`src/rtl/color_window_stats_if.sv`:
```
// Pixel stream in and per-pixel mask stream out for color_window_stats.
// The source drives the in_* side and the classifier drives the mask_* side.
interface color_window_stats_if #(
    parameter int CW = 4,
    parameter int XW = 10,
    parameter int YW = 10
);
    logic          in_valid;
    logic [3*CW-1:0] in_pix;
    logic          in_sof;
    logic          in_eol;
    logic          in_eof;
    logic          mask_valid;
    logic          mask;
    logic [XW-1:0] mask_x;
    logic [YW-1:0] mask_y;

    modport master (
        output in_valid, in_pix, in_sof, in_eol, in_eof,
        input  mask_valid, mask, mask_x, mask_y
    );

    modport slave (
        input  in_valid, in_pix, in_sof, in_eol, in_eof,
        output mask_valid, mask, mask_x, mask_y
    );
endinterface

```
`src/rtl/color_window_stats.sv`:
```
// Streaming RGB window classifier: per-pixel mask with 2-cycle latency plus
// per-frame hit count and bounding box, with window bounds latched at each sof.
module color_window_stats #(
    parameter int CW = 4,
    parameter int XW = 10,
    parameter int YW = 10,
    parameter int NW = 20
) (
    input  logic                 clk,
    input  logic                 rst_n,
    color_window_stats_if.slave  stream,
    input  logic [7:0]           r_min,
    input  logic [7:0]           r_max,
    input  logic [7:0]           g_min,
    input  logic [7:0]           g_max,
    input  logic [7:0]           b_min,
    input  logic [7:0]           b_max,
    output logic                 stat_valid,
    output logic [NW-1:0]        stat_count,
    output logic [XW-1:0]        stat_xmin,
    output logic [XW-1:0]        stat_xmax,
    output logic [YW-1:0]        stat_ymin,
    output logic [YW-1:0]        stat_ymax,
    output logic                 stat_empty,
    output logic                 frame_abort
);
    localparam int REP = (8 + CW - 1) / CW;

    typedef enum logic {IDLE, ACTIVE} state_t;

    // Replicate the channel MSB-first and keep the top byte, so full scale maps to 0xFF.
    function automatic logic [7:0] expand(input logic [CW-1:0] c);
        logic [CW*REP-1:0] rep;
        rep = {REP{c}};
        return rep[CW*REP-1 -: 8];
    endfunction

    state_t        state;
    logic [XW-1:0] x_last, x_cur;
    logic [YW-1:0] y_last, y_cur;
    logic          eol_pend;
    logic [7:0]    r_lo, r_hi, g_lo, g_hi, b_lo, b_hi;

    logic          s1_valid, s1_start, s1_acc, s1_fin;
    logic [7:0]    s1_r, s1_g, s1_b;
    logic [XW-1:0] s1_x;
    logic [YW-1:0] s1_y;

    logic          s2_fin;
    logic [NW-1:0] acc_count, nxt_count;
    logic [XW-1:0] acc_xmin, acc_xmax, nxt_xmin, nxt_xmax;
    logic [YW-1:0] acc_ymin, acc_ymax, nxt_ymin, nxt_ymax;
    logic          hit;

    logic frame_start, frame_acc, frame_end;

    assign frame_start = stream.in_valid & stream.in_sof;
    assign frame_acc   = stream.in_valid & (stream.in_sof | (state == ACTIVE));
    assign frame_end   = stream.in_valid & stream.in_eof & (stream.in_sof | (state == ACTIVE));

    always_comb begin
        x_cur = x_last;
        y_cur = y_last;
        if (stream.in_sof) begin
            x_cur = '0;
            y_cur = '0;
        end else if (eol_pend) begin
            x_cur = '0;
            y_cur = (y_last == '1) ? y_last : y_last + 1'b1;
        end else begin
            x_cur = (x_last == '1) ? x_last : x_last + 1'b1;
        end
    end

    // Input stage: frame FSM, coordinate tracking, window shadows and stage 1.
    always_ff @(posedge clk or negedge rst_n) begin
        if (!rst_n) begin
            state       <= IDLE;
            frame_abort <= 1'b0;
            x_last      <= '0;
            y_last      <= '0;
            eol_pend    <= 1'b0;
            r_lo        <= '0;
            r_hi        <= '0;
            g_lo        <= '0;
            g_hi        <= '0;
            b_lo        <= '0;
            b_hi        <= '0;
            s1_valid    <= 1'b0;
            s1_start    <= 1'b0;
            s1_acc      <= 1'b0;
            s1_fin      <= 1'b0;
            s1_r        <= '0;
            s1_g        <= '0;
            s1_b        <= '0;
            s1_x        <= '0;
            s1_y        <= '0;
        end else begin
            frame_abort <= frame_start & ~stream.in_eof & (state == ACTIVE);
            s1_valid    <= stream.in_valid;
            s1_start    <= frame_start;
            s1_acc      <= frame_acc;
            s1_fin      <= frame_end;
            if (stream.in_valid) begin
                x_last   <= x_cur;
                y_last   <= y_cur;
                eol_pend <= stream.in_eol;
                s1_r     <= expand(stream.in_pix[3*CW-1:2*CW]);
                s1_g     <= expand(stream.in_pix[2*CW-1:CW]);
                s1_b     <= expand(stream.in_pix[CW-1:0]);
                s1_x     <= x_cur;
                s1_y     <= y_cur;
            end
            if (frame_start) begin
                r_lo <= r_min;
                r_hi <= r_max;
                g_lo <= g_min;
                g_hi <= g_max;
                b_lo <= b_min;
                b_hi <= b_max;
            end
            case (state)
                IDLE:   if (frame_start && !stream.in_eof) state <= ACTIVE;
                ACTIVE: if (stream.in_valid && stream.in_eof) state <= IDLE;
            endcase
        end
    end

    assign hit = (r_lo <= s1_r) && (s1_r <= r_hi) &&
                 (g_lo <= s1_g) && (s1_g <= g_hi) &&
                 (b_lo <= s1_b) && (s1_b <= b_hi);

    // A sof pixel restarts the accumulators before its own hit is folded in.
    always_comb begin
        nxt_count = s1_start ? '0 : acc_count;
        nxt_xmin  = s1_start ? '1 : acc_xmin;
        nxt_xmax  = s1_start ? '0 : acc_xmax;
        nxt_ymin  = s1_start ? '1 : acc_ymin;
        nxt_ymax  = s1_start ? '0 : acc_ymax;
        if (s1_acc && hit) begin
            nxt_count = (nxt_count == '1) ? nxt_count : nxt_count + 1'b1;
            if (s1_x < nxt_xmin) nxt_xmin = s1_x;
            if (s1_x > nxt_xmax) nxt_xmax = s1_x;
            if (s1_y < nxt_ymin) nxt_ymin = s1_y;
            if (s1_y > nxt_ymax) nxt_ymax = s1_y;
        end
    end

    always_ff @(posedge clk or negedge rst_n) begin
        if (!rst_n) begin
            stream.mask_valid <= 1'b0;
            stream.mask       <= 1'b0;
            stream.mask_x     <= '0;
            stream.mask_y     <= '0;
            s2_fin            <= 1'b0;
            acc_count         <= '0;
            acc_xmin          <= '1;
            acc_xmax          <= '0;
            acc_ymin          <= '1;
            acc_ymax          <= '0;
            stat_valid        <= 1'b0;
            stat_count        <= '0;
            stat_xmin         <= '1;
            stat_xmax         <= '0;
            stat_ymin         <= '1;
            stat_ymax         <= '0;
            stat_empty        <= 1'b0;
        end else begin
            stream.mask_valid <= s1_valid;
            stream.mask       <= s1_valid & hit;
            stream.mask_x     <= s1_x;
            stream.mask_y     <= s1_y;
            s2_fin            <= s1_valid & s1_fin;
            if (s1_valid && s1_acc) begin
                acc_count <= nxt_count;
                acc_xmin  <= nxt_xmin;
                acc_xmax  <= nxt_xmax;
                acc_ymin  <= nxt_ymin;
                acc_ymax  <= nxt_ymax;
            end
            // The report samples the accumulators before a back-to-back sof overwrites them.
            stat_valid <= s2_fin;
            if (s2_fin) begin
                stat_count <= acc_count;
                stat_xmin  <= acc_xmin;
                stat_xmax  <= acc_xmax;
                stat_ymin  <= acc_ymin;
                stat_ymax  <= acc_ymax;
                stat_empty <= (acc_count == '0);
            end
        end
    end
endmodule
```
`src/flat_wrapper.sv`:
```
// flat-port wrapper written by rule: the top's interface ports become plain ports
module color_window_stats_flat 
#(
    parameter int CW = 4,
    parameter int XW = 10,
    parameter int YW = 10,
    parameter int NW = 20
)
  (clk, rst_n, r_min, r_max, g_min, g_max, b_min, b_max, stat_valid, stat_count, stat_xmin, stat_xmax, stat_ymin, stat_ymax, stat_empty, frame_abort, stream_in_valid, stream_in_pix, stream_in_sof, stream_in_eol, stream_in_eof, stream_mask_valid, stream_mask, stream_mask_x, stream_mask_y);
  color_window_stats_if #(.CW(CW), .XW(XW), .YW(YW)) stream_i ();
  input  logic clk;
  input  logic rst_n;
  input  logic [7:0] r_min;
  input  logic [7:0] r_max;
  input  logic [7:0] g_min;
  input  logic [7:0] g_max;
  input  logic [7:0] b_min;
  input  logic [7:0] b_max;
  output logic stat_valid;
  output logic [NW-1:0] stat_count;
  output logic [XW-1:0] stat_xmin;
  output logic [XW-1:0] stat_xmax;
  output logic [YW-1:0] stat_ymin;
  output logic [YW-1:0] stat_ymax;
  output logic stat_empty;
  output logic frame_abort;
  input wire logic [$bits(stream_i.in_valid)-1:0] stream_in_valid;
  input wire logic [$bits(stream_i.in_pix)-1:0] stream_in_pix;
  input wire logic [$bits(stream_i.in_sof)-1:0] stream_in_sof;
  input wire logic [$bits(stream_i.in_eol)-1:0] stream_in_eol;
  input wire logic [$bits(stream_i.in_eof)-1:0] stream_in_eof;
  output wire logic [$bits(stream_i.mask_valid)-1:0] stream_mask_valid;
  output wire logic [$bits(stream_i.mask)-1:0] stream_mask;
  output wire logic [$bits(stream_i.mask_x)-1:0] stream_mask_x;
  output wire logic [$bits(stream_i.mask_y)-1:0] stream_mask_y;
  assign stream_i.in_valid = stream_in_valid;
  assign stream_i.in_pix = stream_in_pix;
  assign stream_i.in_sof = stream_in_sof;
  assign stream_i.in_eol = stream_in_eol;
  assign stream_i.in_eof = stream_in_eof;
  assign stream_mask_valid = stream_i.mask_valid;
  assign stream_mask = stream_i.mask;
  assign stream_mask_x = stream_i.mask_x;
  assign stream_mask_y = stream_i.mask_y;
  color_window_stats #(.CW(CW), .XW(XW), .YW(YW), .NW(NW)) u_core (.clk(clk), .rst_n(rst_n), .stream(stream_i), .r_min(r_min), .r_max(r_max), .g_min(g_min), .g_max(g_max), .b_min(b_min), .b_max(b_max), .stat_valid(stat_valid), .stat_count(stat_count), .stat_xmin(stat_xmin), .stat_xmax(stat_xmax), .stat_ymin(stat_ymin), .stat_ymax(stat_ymax), .stat_empty(stat_empty), .frame_abort(frame_abort));
endmodule
```
`config.mk`:
```
export PLATFORM = sky130hd
export DESIGN_NAME = color_window_stats_flat
export DESIGN_NICKNAME = d
export VERILOG_FILES = /design/src/rtl/color_window_stats_if.sv /design/src/rtl/color_window_stats.sv /design/src/flat_wrapper.sv
export SDC_FILE = /design/constraint.sdc
export NUM_CORES = 1
export LEC_CHECK = 0
export CORE_ASPECT_RATIO = 1.1
export CORE_MARGIN = 2
export CORE_UTILIZATION = 45
export CTS_CLUSTER_DIAMETER = 200
export DETAILED_ROUTE_END_ITERATION = 6
export PLACE_DENSITY = 0.73
export SYNTH_ARGS = -nofsm -noshare
export SYNTH_HDL_FRONTEND = slang
export SYNTH_SLANG_ARGS = --single-unit
export TNS_END_PERCENT = 50
```
`constraint.sdc`:
```
create_clock -name clk -period 3.6 [get_ports clk]
set_input_delay 0.36 -clock clk [delete_from_list [all_inputs] [get_ports clk]]
set_output_delay 0.36 -clock clk [all_outputs]
set_load 0.01 [all_outputs]
```
==> results.md <==
- The number of antenna violations at the first check in global routing is 1.
- The starting DRC count in detailed routing is roughly 340.
- The final RePlAce weighted congestion is a little under 0.9.
- Buffers placed on the I/O ports in this run total 150.
- The DRC violation count after routing is 0.
- The routed wire length per instance is ~17 µm.
- The clock root buffer master is clkbuf_16.
- The data arrival time at the worst-slack endpoint is about 3400 ps.
- The H-tree depth reported by CTS is 1.
- The number of maximum-capacitance constraint violations is 0.
- The register clock-pin slew on the reported worst setup and hold paths is around 60 ps.
- The cell area after synthesis is roughly 11000 µm².
- In this run the remaining antenna-violating nets after routing total 0.
- Summed over all layers, the global routing overflow is 0.
- The mean post-synth cell area is 11.36 µm².
- The maximum cell stage delay along the critical path is approximately 500 ps.
- The number of buffers added by the clock tree synthesis step is 25.
- The number of iterations in the first detailed-routing pass is 4.
- During synthesis, Yosys emitted a total of 0 warnings.
- TritonCTS built the clock tree.
- The final setup slack of the worst path is between 600 and 700 ps.
- Of the total power, combinational logic draws between 10% and 20%.
- Yosys mapped a number of flops with a built-in enable equal to 0.
- The via count of the first global-routing pass is approximately 8.2k.
- The final cycle utilization of the critical path is ~83%.
- The critical path class is reg -> reg.
- The floorplan step set the die width to about 160 µm.
- Registers are responsible for roughly 43% of the overall power.
- After routing the design area is about 14000 µm².
- The smallest clock period supported by the final layout is computed as ~3000 ps.
- Internal power comes to 5.885 mW.
- In this run the worst path has a maximum fanout of 19.
- The share of post-route cells with drive strength above 1 is between 10% and 20%.
- The count of vias placed by the detailed router is 8031.
- The area fraction in compound gates after synthesis is under 10%.
- The flow ran to the end, and the final reports show no timing, DRC or antenna violations.
- The number of clock sinks seen by CTS is between 200 and 250.
- The region available for standard cell placement spans 24550 µm².
- The clock network fraction of design power is a little under two fifths.
- Net switching is 25.25% of the power.
- The number of nets in the synthesized netlist is between 1k and 1.5k.
- The total of cells resized after clock tree synthesis is 0.
- The filler cells instantiated in the layout total roughly 2.0k.
- After clock tree synthesis, the flow added hold-fix buffers numbering 1.
- The worst hold-check path type is in -> reg.
- The buffers inserted during post-CTS setup optimization is 0.
- The primary flip-flop cell chosen by synthesis mapping is dfrtp_1.
- The clock latency on the worst-skew pair is around 500 ps.
- The routed wire length is 25.42 mm.
- The final hold violation count is 0.
- The number of cells on the worst reg-to-reg path is 11.
- The setup slack at placement is 653.5 ps.
- The worst hold path was traced through 3 stages.
- The net switching power of the design is 1.988 mW.
- Of the post-synthesis cell area, the part taken by muxes is 10.70%.
- Summing the areas of all fa, ha and maj instances in the mapped netlist gives about a tenth of the synthesized area.
- The HPWL after detailed placement is 18.03 mm.
- The number of pins exceeding their max-slew limit in the final report is 0.
- The via count normalized by instance count is 5.426.
- The slew at the pin closest to its max-slew limit is around 830 ps.
- The worst relative slew slack is 44.36%.
- The slowest stage of the critical path is the dfrtp_2 cell.
- For this configuration, the core starts out at a cell density of between 40% and 50%.
- The die boundary height is ~170 µm.
- Of the synthesized area, sequential elements account for between 50% and 60%.
- The main combinational cell family by area after synthesis is simple AND/OR/NAND/NOR gates.
- Synthesis produced approximately 990 cells.
- The repair_antennas step left the layout with diodes totalling 0.
- After Yosys synthesis, and, or, nand and nor cells account for between 10% and 20% of the synthesized area.
- The upper clock frequency limit is 335.3 MHz.
- Walking the worst path, the cells encountered are buf_4, nor2b_1, ha_1, inv_1, nor4_2, nand4_1, nor3_1, or2_0, nor3_2, mux2_2, a21o_1.
- The worst setup path is launched from a flip-flop.
- Hold timing on the final database bottoms out at a slack of between 400 and 500 ps.
- The leakage power total is 6.313 nW.
- The longest clock path from root to sink contains 3 buffers.
- Setup repair after global routing left no endpoint under its margin.
- The nature of the critical path endpoint is a flip-flop.
- The global-route wire length before repair is approximately 42 mm.
- The number of failing setup endpoints in the final timing report is 0.
- The placed instances occupy a cell area of about 13000 µm².
- The standard-cell row count is 60.
- The required arrival time at the worst endpoint is ~4000 ps.
- After synthesis, the netlist uses 60 different library cells.
- The synthesized flop and latch total is 232.
- The maximum number of pins on one net before global-route repair is ~110.
- The total die area is roughly 26000 µm².
- Summed over all failing endpoints, the final setup total negative slack is 0 ps.
- The area share of xor/xnor cells in the synthesized design is approximately 1.9%.
- Global routing consumed, over all layers together, between 10% and 20% of the routing resources.
- The final clock skew is 13.26 ps.
- Compared with the post-synthesis result, the final layout area differs by 25.63%.
- The async set-or-reset flop fraction in the synthesized netlist is between 90% and 100%.
- The maximum VDD drop is 0.2761 mV.
- The number of nets in the final layout is approximately 1.3k.
- The number of primary I/O pins is about 150.
- The ratio of total power to cell area is roughly 550 nW/µm².
critical path: cells and delay by family, from the launching register on:
family	cells	cell delay (ps)
AO/OA/AOI/OAI	1	150
adder cells (fa/ha/maj)	1	200
buffers and inverters	2	310
flip-flops	1	500
multiplexers	1	280
AND/OR/NAND/NOR	6	1420
final cells by class:
cell class / count / area, µm² / area share (%)
well taps: 310 / 387.9 / 2.734
flip-flops and latches: 232 / 5858 / 41.29
clock inverters: 12 / 269.0 / 1.896
multi-input cells: 676 / 5102 / 35.97
repair buffers: 168 / 1669 / 11.77
clock buffers: 33 / 715.7 / 5.045
inverters: 49 / 183.9 / 1.297
power by group through the flow:
stage,sequential [mW],combinational (mW),clock (mW)
floorplan,3.39,0.845,0
global placement,3.41,1.45,0
detailed placement,3.42,1.50,0
CTS,3.38,1.52,3.06
global route,3.43,1.67,3.18
finish,3.37,1.50,3.00
registers in the layout, indices dropped and copies added (netlist names), 10 cells and up:
register and count:
u_core.acc_xmax 10, u_core.stat_count 20, u_core.stream.mask_y 10, u_core.stat_ymax 10
u_core.stat_xmax 10, u_core.stream.mask_x 10, u_core.acc_ymin 10, u_core.s1_y 10
u_core.acc_xmin 10, u_core.acc_ymax 10, u_core.acc_count 20, u_core.stat_xmin 10
u_core.s1_x 10, u_core.stat_ymin 10
layout by cell type (no fill, tap or decap), drive strengths merged, types with 40 or more instances in the layout:
master,netlist,routed
nand2,81,81
clkdlybuf4s50,0,149
mux2,102,102
nor2,58,58
o21ai,62,62
ha,89,89
dfstp,40,40
inv,49,49
dfrtp,192,192
final timing paths:
path / start / to / slack, ps
worst max-delay path: u_core.s1_start / u_core.acc_count[15] / 620
worst min-delay path: b_max[7] / u_core.b_hi[7] / 410
worst max register to register: u_core.s1_start / u_core.acc_count[15] / 620
worst min register to register: u_core.s1_fin / u_core.s2_fin / 470
max in group asynchronous: rst_n / u_core.stat_xmin[0] / 2090
min in group asynchronous: rst_n / u_core.stat_ymax[6] / 480
per-layer routing:
metal | wire, µm | track usage (%)
met5 | 0 | 0
met4 | 542 | 5.475
met3 | 1325 | 3.132
met2 | 12350 | 33.02
met1 | 11190 | 26.24
cell usage after synthesis, types with 3 or more instances:
cell type	number	area, µm²
nor2_1	57	214.0
xor2_1	18	157.7
o21ai_0	59	295.3
nand3_1	15	75.07
mux2_2	102	1149
inv_1	49	183.9
dfrtp_1	192	4805
o211ai_1	5	37.54
mux2i_1	6	60.06
and3_1	7	43.79
nor2b_1	17	106.4
and2_1	8	50.05
nor3_1	13	65.06
a21oi_1	36	180.2
nand2_1	81	304.0
o22ai_1	5	31.28
dfstp_2	40	1051
nor4_1	8	50.05
nand4_1	28	175.2
a22o_1	20	175.2
a31oi_1	4	25.02
clkbuf_1	31	116.4
and4_1	3	26.28
buf_1	3	11.26
ha_1	89	1114
xnor2_1	7	61.31
a21boi_0	3	22.52
a21o_1	5	37.54
nand2b_1	36	225.2
a211oi_1	5	37.54
cell families (layout without fill, tap and decap cells):
family | count (synthesis) | count (layout)
muxes | 108 | 108
AOI/OAI and AO/OA | 162 | 162
and+or+nand+nor | 292 | 292
buffers and inverters | 86 | 262
DFF | 232 | 232
adders and majority gates | 89 | 89
xor gates and xnor gates | 25 | 25
per-stage QoR:
| stage | utilization, % | power, mW | instances |
|---|---|---|---|
| floorplan | - | 4.232 | 994 |
| global placement | 53.74 | 4.859 | 1434 |
| detailed placement | 53.74 | 4.926 | 1434 |
| CTS | 57.79 | 7.965 | 1480 |
| global route | 57.79 | 8.285 | 1480 |
| finish | 57.79 | 7.873 | 1480 |
No activity file was read; power rests on OpenSTA's default activity.
